### src/rtl/calc_sequencer.sv
// Calculator operation sequencer: operand/operator entry with wrap-around editing,
// single-cycle add/sub, iterative shift-add multiply and restoring divide.
module calc_sequencer #(
  parameter int unsigned OPW    = 7,
  parameter int unsigned RESW   = 13,
  parameter int unsigned MAXVAL = 99
) (
  input  logic            masCLK,
  input  logic            Reset,
  input  logic            Plus,
  input  logic            Minus,
  input  logic            Next,
  input  logic            Clear,
  output logic [OPW-1:0]  operand_a,
  output logic [OPW-1:0]  operand_b,
  output logic [1:0]      op_code,
  output logic [RESW-1:0] result,
  output logic            neg,
  output logic            err,
  output logic            busy,
  output logic            done,
  output logic [1:0]      disp_sel
);

  localparam int unsigned    CW      = $clog2(OPW + 1);
  localparam logic [2:0]     ENTER_A  = 3'd0;
  localparam logic [2:0]     ENTER_B  = 3'd1;
  localparam logic [2:0]     ENTER_OP = 3'd2;
  localparam logic [2:0]     COMPUTE  = 3'd3;
  localparam logic [2:0]     SHOW     = 3'd4;
  localparam logic [1:0]     OP_ADD   = 2'd0;
  localparam logic [1:0]     OP_SUB   = 2'd1;
  localparam logic [1:0]     OP_MUL   = 2'd2;
  localparam logic [1:0]     OP_DIV   = 2'd3;
  localparam logic [OPW-1:0] MAX_V    = OPW'(MAXVAL);
  localparam logic [CW-1:0]  LAST_IT  = CW'(OPW - 1);

  logic [2:0]      state;
  logic            plus_q, minus_q, next_q, clear_q;
  logic            plus_r, minus_r, next_r, clear_r;
  logic            step_up, step_dn;
  logic [RESW-1:0] acc;
  logic [RESW-1:0] mcand;
  logic [OPW-1:0]  shreg;
  logic [CW-1:0]   iter;
  logic [RESW-1:0] mul_sum, sum_ab, diff_ab;
  logic [OPW:0]    rem_sh;
  logic            div_ok;
  logic [OPW-1:0]  new_rem, new_quo;
  logic            b_zero, last_cycle;

  assign plus_r  = Plus  & ~plus_q;
  assign minus_r = Minus & ~minus_q;
  assign next_r  = Next  & ~next_q;
  assign clear_r = Clear & ~clear_q;
  assign step_up = plus_r & ~minus_r;
  assign step_dn = minus_r & ~plus_r;

  function automatic logic [OPW-1:0] edit_value(input logic [OPW-1:0] v,
                                                input logic up, input logic dn);
    if (up) return (v == MAX_V) ? '0 : v + OPW'(1);
    if (dn) return (v == '0) ? MAX_V : v - OPW'(1);
    return v;
  endfunction

  // Multiply: acc += mcand when the current multiplier LSB is set, mcand shifts left.
  // Divide: shreg holds the dividend shifting out MSB-first and collects quotient bits;
  // acc[OPW-1:0] holds the partial remainder.
  always_comb begin
    mul_sum    = acc + (shreg[0] ? mcand : '0);
    sum_ab     = RESW'(operand_a) + RESW'(operand_b);
    diff_ab    = (operand_a >= operand_b) ? RESW'(operand_a - operand_b)
                                          : RESW'(operand_b - operand_a);
    rem_sh     = {acc[OPW-1:0], shreg[OPW-1]};
    div_ok     = (rem_sh >= {1'b0, operand_b});
    new_rem    = div_ok ? OPW'(rem_sh - {1'b0, operand_b}) : rem_sh[OPW-1:0];
    new_quo    = {shreg[OPW-2:0], div_ok};
    b_zero     = (operand_b == '0);
    last_cycle = (iter == LAST_IT);
    if (op_code == OP_ADD || op_code == OP_SUB) last_cycle = 1'b1;
    else if (op_code == OP_DIV && b_zero)       last_cycle = 1'b1;
  end

  assign busy = (state == COMPUTE);
  assign done = busy & last_cycle & ~clear_r;

  always_comb begin
    case (state)
      ENTER_A:  disp_sel = 2'd0;
      ENTER_B:  disp_sel = 2'd1;
      ENTER_OP: disp_sel = 2'd1;
      COMPUTE:  disp_sel = 2'd2;
      SHOW:     disp_sel = err ? 2'd3 : 2'd2;
      default:  disp_sel = 2'd0;
    endcase
  end

  always_ff @(posedge masCLK or negedge Reset) begin
    if (!Reset) begin
      state     <= ENTER_A;
      plus_q    <= 1'b0;
      minus_q   <= 1'b0;
      next_q    <= 1'b0;
      clear_q   <= 1'b0;
      operand_a <= '0;
      operand_b <= '0;
      op_code   <= '0;
      result    <= '0;
      neg       <= 1'b0;
      err       <= 1'b0;
      acc       <= '0;
      mcand     <= '0;
      shreg     <= '0;
      iter      <= '0;
    end else begin
      plus_q  <= Plus;
      minus_q <= Minus;
      next_q  <= Next;
      clear_q <= Clear;
      if (clear_r) begin
        state     <= ENTER_A;
        operand_a <= '0;
        operand_b <= '0;
        op_code   <= '0;
        result    <= '0;
        neg       <= 1'b0;
        err       <= 1'b0;
        iter      <= '0;
      end else begin
        case (state)
          ENTER_A: begin
            if (next_r) state <= ENTER_B;
            else        operand_a <= edit_value(operand_a, step_up, step_dn);
          end
          ENTER_B: begin
            if (next_r) state <= ENTER_OP;
            else        operand_b <= edit_value(operand_b, step_up, step_dn);
          end
          ENTER_OP: begin
            if (next_r) begin
              state <= COMPUTE;
              err   <= 1'b0;
              neg   <= 1'b0;
              acc   <= '0;
              mcand <= RESW'(operand_a);
              shreg <= (op_code == OP_DIV) ? operand_a : operand_b;
              iter  <= '0;
            end else if (step_up) begin
              op_code <= op_code + 2'd1;
            end else if (step_dn) begin
              op_code <= op_code - 2'd1;
            end
          end
          COMPUTE: begin
            case (op_code)
              OP_ADD: begin
                result <= sum_ab;
                state  <= SHOW;
              end
              OP_SUB: begin
                result <= diff_ab;
                neg    <= (operand_b > operand_a);
                state  <= SHOW;
              end
              OP_MUL: begin
                if (last_cycle) begin
                  result <= mul_sum;
                  state  <= SHOW;
                end else begin
                  acc   <= mul_sum;
                  mcand <= mcand << 1;
                  shreg <= shreg >> 1;
                  iter  <= iter + CW'(1);
                end
              end
              default: begin
                if (b_zero) begin
                  err    <= 1'b1;
                  result <= '0;
                  state  <= SHOW;
                end else if (last_cycle) begin
                  result <= RESW'(new_quo);
                  state  <= SHOW;
                end else begin
                  acc   <= RESW'(new_rem);
                  shreg <= new_quo;
                  iter  <= iter + CW'(1);
                end
              end
            endcase
          end
          SHOW: begin
            if (next_r) state <= ENTER_A;
          end
          default: state <= ENTER_A;
        endcase
      end
    end
  end

endmodule

### config.mk
export PLATFORM = sky130hd
export DESIGN_NAME = calc_sequencer
export DESIGN_NICKNAME = d
export VERILOG_FILES = /design/src/rtl/calc_sequencer.sv
export SDC_FILE = /design/constraint.sdc
export NUM_CORES = 1
export LEC_CHECK = 0
export ABC_AREA = 0
export CAP_MARGIN = 0
export CORE_UTILIZATION = 33
export CTS_BUF_LIST = sky130_fd_sc_hd__clkbuf_8 sky130_fd_sc_hd__clkbuf_16
export DETAILED_ROUTE_END_ITERATION = 16
export SKIP_CTS_REPAIR_TIMING = 1
export SLEW_MARGIN = 30
export SYNTH_ARGS = -nofsm -noshare
export SYNTH_HDL_FRONTEND = slang
export SYNTH_SLANG_ARGS = --single-unit
export TNS_END_PERCENT = 10
### constraint.sdc
create_clock -name masCLK -period 5 [get_ports masCLK]
set_clock_uncertainty 0.05 [all_clocks]
set_input_delay 1 -clock masCLK [delete_from_list [all_inputs] [get_ports masCLK]]
set_output_delay 1 -clock masCLK [all_outputs]
set_load 0.05 [all_outputs]
==> flow_metrics.py <==
metrics = {
    "outcome": {
        "outcome": "finished, violations left",
        "violations": "design-rule violations",
    },
    "setup_path": {
        "regToRegSetupSlack_ns": 1.61,
        "cp-end-kind": "primary output",
        "reg2reg_depth": 12,
        "r2r_end": "result[12]$_DFFE_PN0P_",
        "crit_buf_inv": 3,
        "path_cells": "inv_1 > ha_1 > or3b_4 > nor4_4 > buf_4 > a21oi_1 > nor3_1 > clkdlybuf4s50_1",
        "r2r_start": "operand_a[0]$_DFFE_PN0P_",
        "critPathTopFamily": "buffers and inverters",
        "cp_data_arrival_time_ns": 3.32,
        "crit_slowest_cell": "clkdlybuf4s50_1",
        "critical-path-max-stage-delay_ns": 0.84,
        "start_kind": "register",
        "crit_fanout": 9,
        "crit_type": "reg -> out",
        "required_ns": 3.95,
    },
    "final_layout": {
        "fin_nets": 850,
        "multi_input_area_mm2": 0.00397,
        "synthToLayoutAreaGrowth_pct": 15.3,
        "fill_cells": 1849,
        "antenna_cells": 0,
        "register_area_mm2": 0.00185,
        "drive_gt1_share_pct": 5.42,
    },
    "floorplanning": {
        "fp.dieW_um": 138,
        "chipHeight_um": 138,
        "dieArea_mm2": 0.0191,
        "pin_count": 41,
        "start_util_pct": 33.8,
        "core_area_mm2": 0.0181,
        "row_count": 49,
    },
    "cts": {
        "cts_buffers": 9,
        "root_buffer": "clkbuf_16",
        "path_clk_slew_ns": 0.06,
        "htreeDepth": 3,
        "clock_path_buffers": 2,
        "cts.sinks": 74,
        "tritoncts": "yes",
        "clk_latency_ns": 0.35,
    },
    "timing": {
        "rsz0062_at_grt": "no",
        "fin_setup_tns_ns": 0,
        "fin_crit_sh_pct": 87.5,
        "setup_slack_ns": 0.627,
        "slew_headroom_pct": 48.7,
        "finalHoldViolCount": 0,
        "tightest_slew_ns": 0.767,
        "final_max_slew_viol_count": 0,
        "fmax_mhz": 229,
        "setup_violations": 0,
        "period_needed_ns": 4.37,
    },
    "global_routing": {
        "grt_max_degree": 75,
        "grt_pass1_vias": 5464,
        "track_usage_pct": 19.9,
        "grt_pass1_wl_um": 29900,
        "antenna_found_initial": 0,
        "overflow": 0,
    },
    "yosys": {
        "synth_ff_type": "dfrtp_1",
        "yosysMostFrequentCell": "nand2_1",
        "synthDistinctLibCells": 64,
        "synth_area_mm2": 0.00612,
        "synth-seq-cells": 74,
        "yosysTopAreaCellShare_pct": 30.3,
        "yosys-top-cells-area": "dfrtp_1 30%, ha_1 10%, nand2_1 6.6%",
        "syn_avg_cell_area_um2": 7.98,
        "ys_seq_area_share_pct": 30.3,
        "syn-instance-count": 767,
        "synth_nets": 829,
        "ys_warn_count": 0,
        "synth_top_cell_by_area": "dfrtp_1",
        "synthArstFlopShare_pct": 100,
        "synth-edff-count": 0,
        "synth_common_cells": "108 x nand2_1, 74 x dfrtp_1, 71 x o21ai_0, 69 x a21oi_1, 56 x nor2_1",
    },
    "route": {
        "ant_nets": 0,
        "drtIter0Drc": 533,
        "drt_pre_antenna_iters": 11,
        "routed_wirelength_um": 18600,
        "drc": 4,
        "routedWlPerCell_um": 18.2,
        "via_count": 5835,
        "viasPerCell": 5.71,
    },
    "power_and_ir_drop": {
        "p_int_mw": 2.08,
        "power.clock.fraction_pct": 18.9,
        "combPwrFrac_pct": 59.2,
        "swShare_pct": 47.7,
        "leakage_nw": 3.00,
        "vdd_drop_max_uv": 323,
        "seqPwrFrac_pct": 21.9,
        "p_per_area_mw_per_mm2": 564,
        "p_sw_mw": 1.90,
    },
    "placed_design": {
        "place.gp.congestion": 0.891,
        "pre_cts_slack_ns": 0.994,
        "io_buffers": 40,
        "hpwlAfterDp_um": 13300,
    },
    "min_path": {
        "hold_end": "result[8]$_DFFE_PN0P_",
        "hold_class": "reg -> reg",
        "hold_depth": 2,
        "holdCritStartpoint": "result[8]$_DFFE_PN0P_",
    },
    "job": {
        "maxCapViolCount": 0,
    },
}
[tightest hold or removal path: stages (launching register included)]
cell	delay [ns]
dfrtp_1	0.34
nand2_1	0.05
o21ai_0	0.06
[flip-flops by register name, indices dropped and copies added, names as in the netlist]
name and count:
op_code 2, state 3, mcand 13, minus_q 1, iter 3, result 13, err 1, clear_q 1
operand_b 7, plus_q 1, acc 13, shreg 7, neg 1, next_q 1, operand_a 7
[metal layers]
layer	routed length, um	GRT usage (%)
met1	8440	27.2
met2	8550	31.5
met3	1100	3.50
met4	474	7.51
met5	0	0
[per-stage QoR]
step / std cells / area (um2) / power, mW / hold slack [ns] / utilization (%)
floorplan: 767 / 6120 / 2.55 / 0.389 / -
global placement: 1005 / 6710 / 3.18 / 0.409 / 37.1
detailed placement: 1005 / 6720 / 3.19 / 0.424 / 37.1
CTS: 1021 / 7050 / 3.96 / 0.437 / 39.0
global route: 1022 / 7060 / 4.27 / 0.463 / 39.0
finish: 1022 / 7060 / 3.98 / 0.429 / 39.0
[how the worst max path moves through the flow]
stage                             start   end  slack (ns)  cells after the start
2_1_floorplan  operand_b[1]$_DFFE_PN0P_  done        0.89                      6
3_3_place_gp   operand_b[1]$_DFFE_PN0P_  done        1.03                      8
3_5_place_dp   operand_b[1]$_DFFE_PN0P_  done        0.99                      8
4_1_cts        operand_b[1]$_DFFE_PN0P_  done        0.61                      8
5_1_grt        operand_b[1]$_DFFE_PN0P_  done        0.47                      8
6_report       operand_b[1]$_DFFE_PN0P_  done        0.63                      8
[cells in the final DEF, fill, tap and decap left out, types with 8 or more instances in the layout]
cell type,count
a211oi_1,10
a21oi_1,68
a22o_1,14
a31oi_1,17
and2_1,15
buf_4,12
clkbuf_16,9
clkdlybuf4s50_1,39
dfrtp_1,74
ha_1,51
inv_1,32
mux2i_1,14
nand2_1,108
nand2b_1,8
nand3_1,24
nand4_1,11
nor2_1,56
nor2b_1,9
nor3_1,18
o21ai_0,71
o31ai_1,9
xnor2_1,15
xor2_1,11
[kinds of logic after synthesis]
| group | synth area share (%) |
|---|---|
| AOI/OAI and AO/OA | 24.1 |
| and+or+nand+nor | 22.2 |
| muxes | 2.66 |
| adders and majority gates | 12.1 |
| xor gates and xnor gates | 3.72 |
| buffers and inverters | 4.99 |
| DFF | 30.3 |
[layout make-up]
type | instances | area share [%]
flip-flops and latches | 74 | 26.2
repair buffers | 53 | 7.07
multi-input cells | 619 | 56.2
well taps | 229 | 4.06
clock inverters | 7 | 1.56
inverters | 31 | 1.65
clock buffers | 9 | 3.19
[power by group through the flow]
stage / Combinational (mW) / Clock [mW] / Sequential (mW)
5_1_grt: 2.58 / 0.793 / 0.892
3_5_place_dp: 2.31 / 0 / 0.881
3_3_place_gp: 2.30 / 0 / 0.879
4_1_cts: 2.32 / 0.767 / 0.870
6_report: 2.36 / 0.753 / 0.873
2_1_floorplan: 1.51 / 0 / 1.03
Note: power is estimated with default switching activity, not from simulation.
==> RTL edit, RTL diff (same settings) <==
Add an input register stage for `Plus`, `Minus`, `Next` and `Clear`; this delays them by one clock.
--- a/src/rtl/calc_sequencer.sv
+++ b/src/rtl/calc_sequencer.sv
@@ -35,6 +35,18 @@
   localparam logic [OPW-1:0] MAX_V    = OPW'(MAXVAL);
   localparam logic [CW-1:0]  LAST_IT  = CW'(OPW - 1);
 
+  logic Plus_q;
+  logic Minus_q;
+  logic Next_q;
+  logic Clear_q;
+
+  always_ff @(posedge masCLK) begin
+    Plus_q  <= Plus;
+    Minus_q <= Minus;
+    Next_q  <= Next;
+    Clear_q <= Clear;
+  end
+
   logic [2:0]      state;
   logic            plus_q, minus_q, next_q, clear_q;
   logic            plus_r, minus_r, next_r, clear_r;
@@ -49,10 +61,10 @@
   logic [OPW-1:0]  new_rem, new_quo;
   logic            b_zero, last_cycle;
 
-  assign plus_r  = Plus  & ~plus_q;
-  assign minus_r = Minus & ~minus_q;
-  assign next_r  = Next  & ~next_q;
-  assign clear_r = Clear & ~clear_q;
+  assign plus_r  = Plus_q & ~plus_q;
+  assign minus_r = Minus_q & ~minus_q;
+  assign next_r  = Next_q & ~next_q;
+  assign clear_r = Clear_q & ~clear_q;
   assign step_up = plus_r & ~minus_r;
   assign step_dn = minus_r & ~plus_r;
 
@@ -113,10 +125,10 @@
       shreg     <= '0;
       iter      <= '0;
     end else begin
-      plus_q  <= Plus;
-      minus_q <= Minus;
-      next_q  <= Next;
-      clear_q <= Clear;
+      plus_q  <= Plus_q;
+      minus_q <= Minus_q;
+      next_q  <= Next_q;
+      clear_q <= Clear_q;
       if (clear_r) begin
         state     <= ENTER_A;
         operand_a <= '0;
Function: changed (a bounded check fails within 4 cycles, from zero or initial values and one cycle with Reset low).
==> RTL edit against the original RTL <==
  * Wire length down 2.3%
  * Synthesized area up 5.8%
  * Sequential cell count up 4
  * Worst setup slack better by 0.20 ns
  * Final area up 3.4%
  * Register-to-register slack better by 0.10 ns
  * Clock power down 13%
  * Total power down 0.35%
  * Largest cell class unchanged
==> RTL edit: results (changes against the original RTL) <==
- Cell area reported after detailed placement: 7010 um2 (+4.4%)
- WL met2: 7.99 mm (-6.6%)
- Final-stage net count: 832 (-2.1%)
- Peak supply drop: 0.260 mV (-19%)
- Top cells by area in the synthesized netlist: sky130_fd_sc_hd__dfrtp_1, sky130_fd_sc_hd__ha_1, sky130_fd_sc_hd__o21ai_0, sky130_fd_sc_hd__nand2_1, sky130_fd_sc_hd__a21oi_1
- Post-synth net total: 819 (-1.2%)
- Synth Area in Compound Gates: 0.263 (+0.0219)
- First-pass GRT wire length: 29.5 mm (-1.5%)
- Max Fanout on Critical Path: 10 (+1)
- Proportion of synthesized flip-flops having asynchronous set or reset: 0.949 (-0.0513)
- Starting DRT DRC Count: 488 (-8.4%)
- Share of cell area taken by muxes after synthesis: 0.0400 (+0.0134)
- Antenna violations before repair: 0 (unchanged)
- Global Route met2 Usage: 0.283 (-0.0314)
- Seq cells post-synth: 78 (+5.4%)
- Post-synthesis share of cell area spent on full adders, half adders and majority gates: 0.114 (-0.00664)
- Max clock buf depth: 2 (unchanged)
- Routed length on met1: 8.98 mm (+6.3%)
- Post-Route WL: 18.1 mm (-2.3%)
- Vias/cell: 5.52 (-3.3%)
- Number of port buffers: 40 (unchanged)
- Arrival time at the worst endpoint: 3.12 ns (-0.20 ns)
- Status: complete, no violations
- Most instantiated cells after synthesis: sky130_fd_sc_hd__nand2_1, sky130_fd_sc_hd__dfrtp_1, sky130_fd_sc_hd__o21ai_0
- Xor-xnor portion of the synthesized cell area: 0.0270 (-0.0102)
- Drt pass-1 iters: 5 (-6)
- Sequential fraction of the synthesis area: 0.298 (-0.00429)
- Largest stage delay on the critical path: 0.84 ns (about the same)
- Worst Tran Pin Value: 0.780 ns (+0.0129 ns)
- Share of layout cells above drive strength 1: 0.0723 (+0.0180)
- Largest net degree at the start of global routing: 75 (unchanged)
- Cell leakage power: 3.12 nW (+4.2%)
- Gpl congestion: 0.899 (+0.92%)
- Number of different library cells in the post-synthesis netlist: 88 (+38%)
- Setup slack on the worst flop-to-flop path: 1.71 ns (+0.10 ns)
- Post-DP HPWL: 13.3 mm (+0.21%)
- Met1 usage: 0.271 (-0.00140)
- Kind of cell with the highest combined delay on the critical path: buffers and inverters
- Fillers: 1883 (+1.8%)
- Global routing usage on met3: 0.0286 (-0.00638)
- H-tree levels: 3 (unchanged)
- Routed wl met3: 879 um (-20%)
- Number of global-route vias before repair: 5287 (-3.2%)
- Total routing resource utilization after global routing: 0.187 (-0.0124)
- Clock latency at the later pin of the worst-skew pair: 0.35 ns (about the same)
==> RTL edit: changes by cell type in the layout (fill, tap and decap cells not counted), moves of 7 or more <==
cell / change
sky130_fd_sc_hd__a21o_1: +9
sky130_fd_sc_hd__a221o_1: +8
sky130_fd_sc_hd__a21oi_1: -23
sky130_fd_sc_hd__o21ai_1: +9
sky130_fd_sc_hd__nor2_1: -16
sky130_fd_sc_hd__nand2_1: -22
sky130_fd_sc_hd__a31oi_1: -7
sky130_fd_sc_hd__buf_4: -7
==> RTL edit: power breakdown <==
group / leakage, nW / total [mW] / switching, mW / internal, mW
Clock: 0.153 / 0.655 / 0.275 / 0.381
Combinational: 1.94 / 2.34 / 1.43 / 0.905
Sequential: 1.04 / 0.974 / 0.242 / 0.731
Total: 3.12 / 3.97 / 1.95 / 2.02
==> RTL edit: metrics by stage <==
stage	cells	util	setup WS, ns	hold WS [ns]	power, mW
global route	1035	0.385	0.665	0.297	4.21
detailed placement	1019	0.370	1.21	0.286	3.28
floorplan	757	-	1.50	0.278	2.68
finish	1035	0.385	0.831	0.292	3.97
CTS	1035	0.385	0.808	0.294	3.95
global placement	1019	0.369	1.21	0.284	3.27
==> RTL edit: final timing paths <==
kind,start,endpoint,depth (start not counted)
setup / recovery,operand_b[1],done,6
hold / removal,Plus_q,plus_q,0
setup reg to reg,operand_a[1],result[7],8
hold reg to reg,Plus_q,plus_q,0
max in group asynchronous,Reset,operand_b[1],1
min in group asynchronous,Reset,acc[8],1
==> RTL edit: layout make-up <==
type	instances	area [um2]	share of cell area
Clock inverter	7	60.1	0.00823
Multi-Input combinational cell	601	4190	0.574
Clock buffer	9	225	0.0309
Tap cell	260	325	0.0446
Sequential cell	78	1930	0.265
Timing Repair Buffer	45	439	0.0602
Inverter	35	131	0.0180
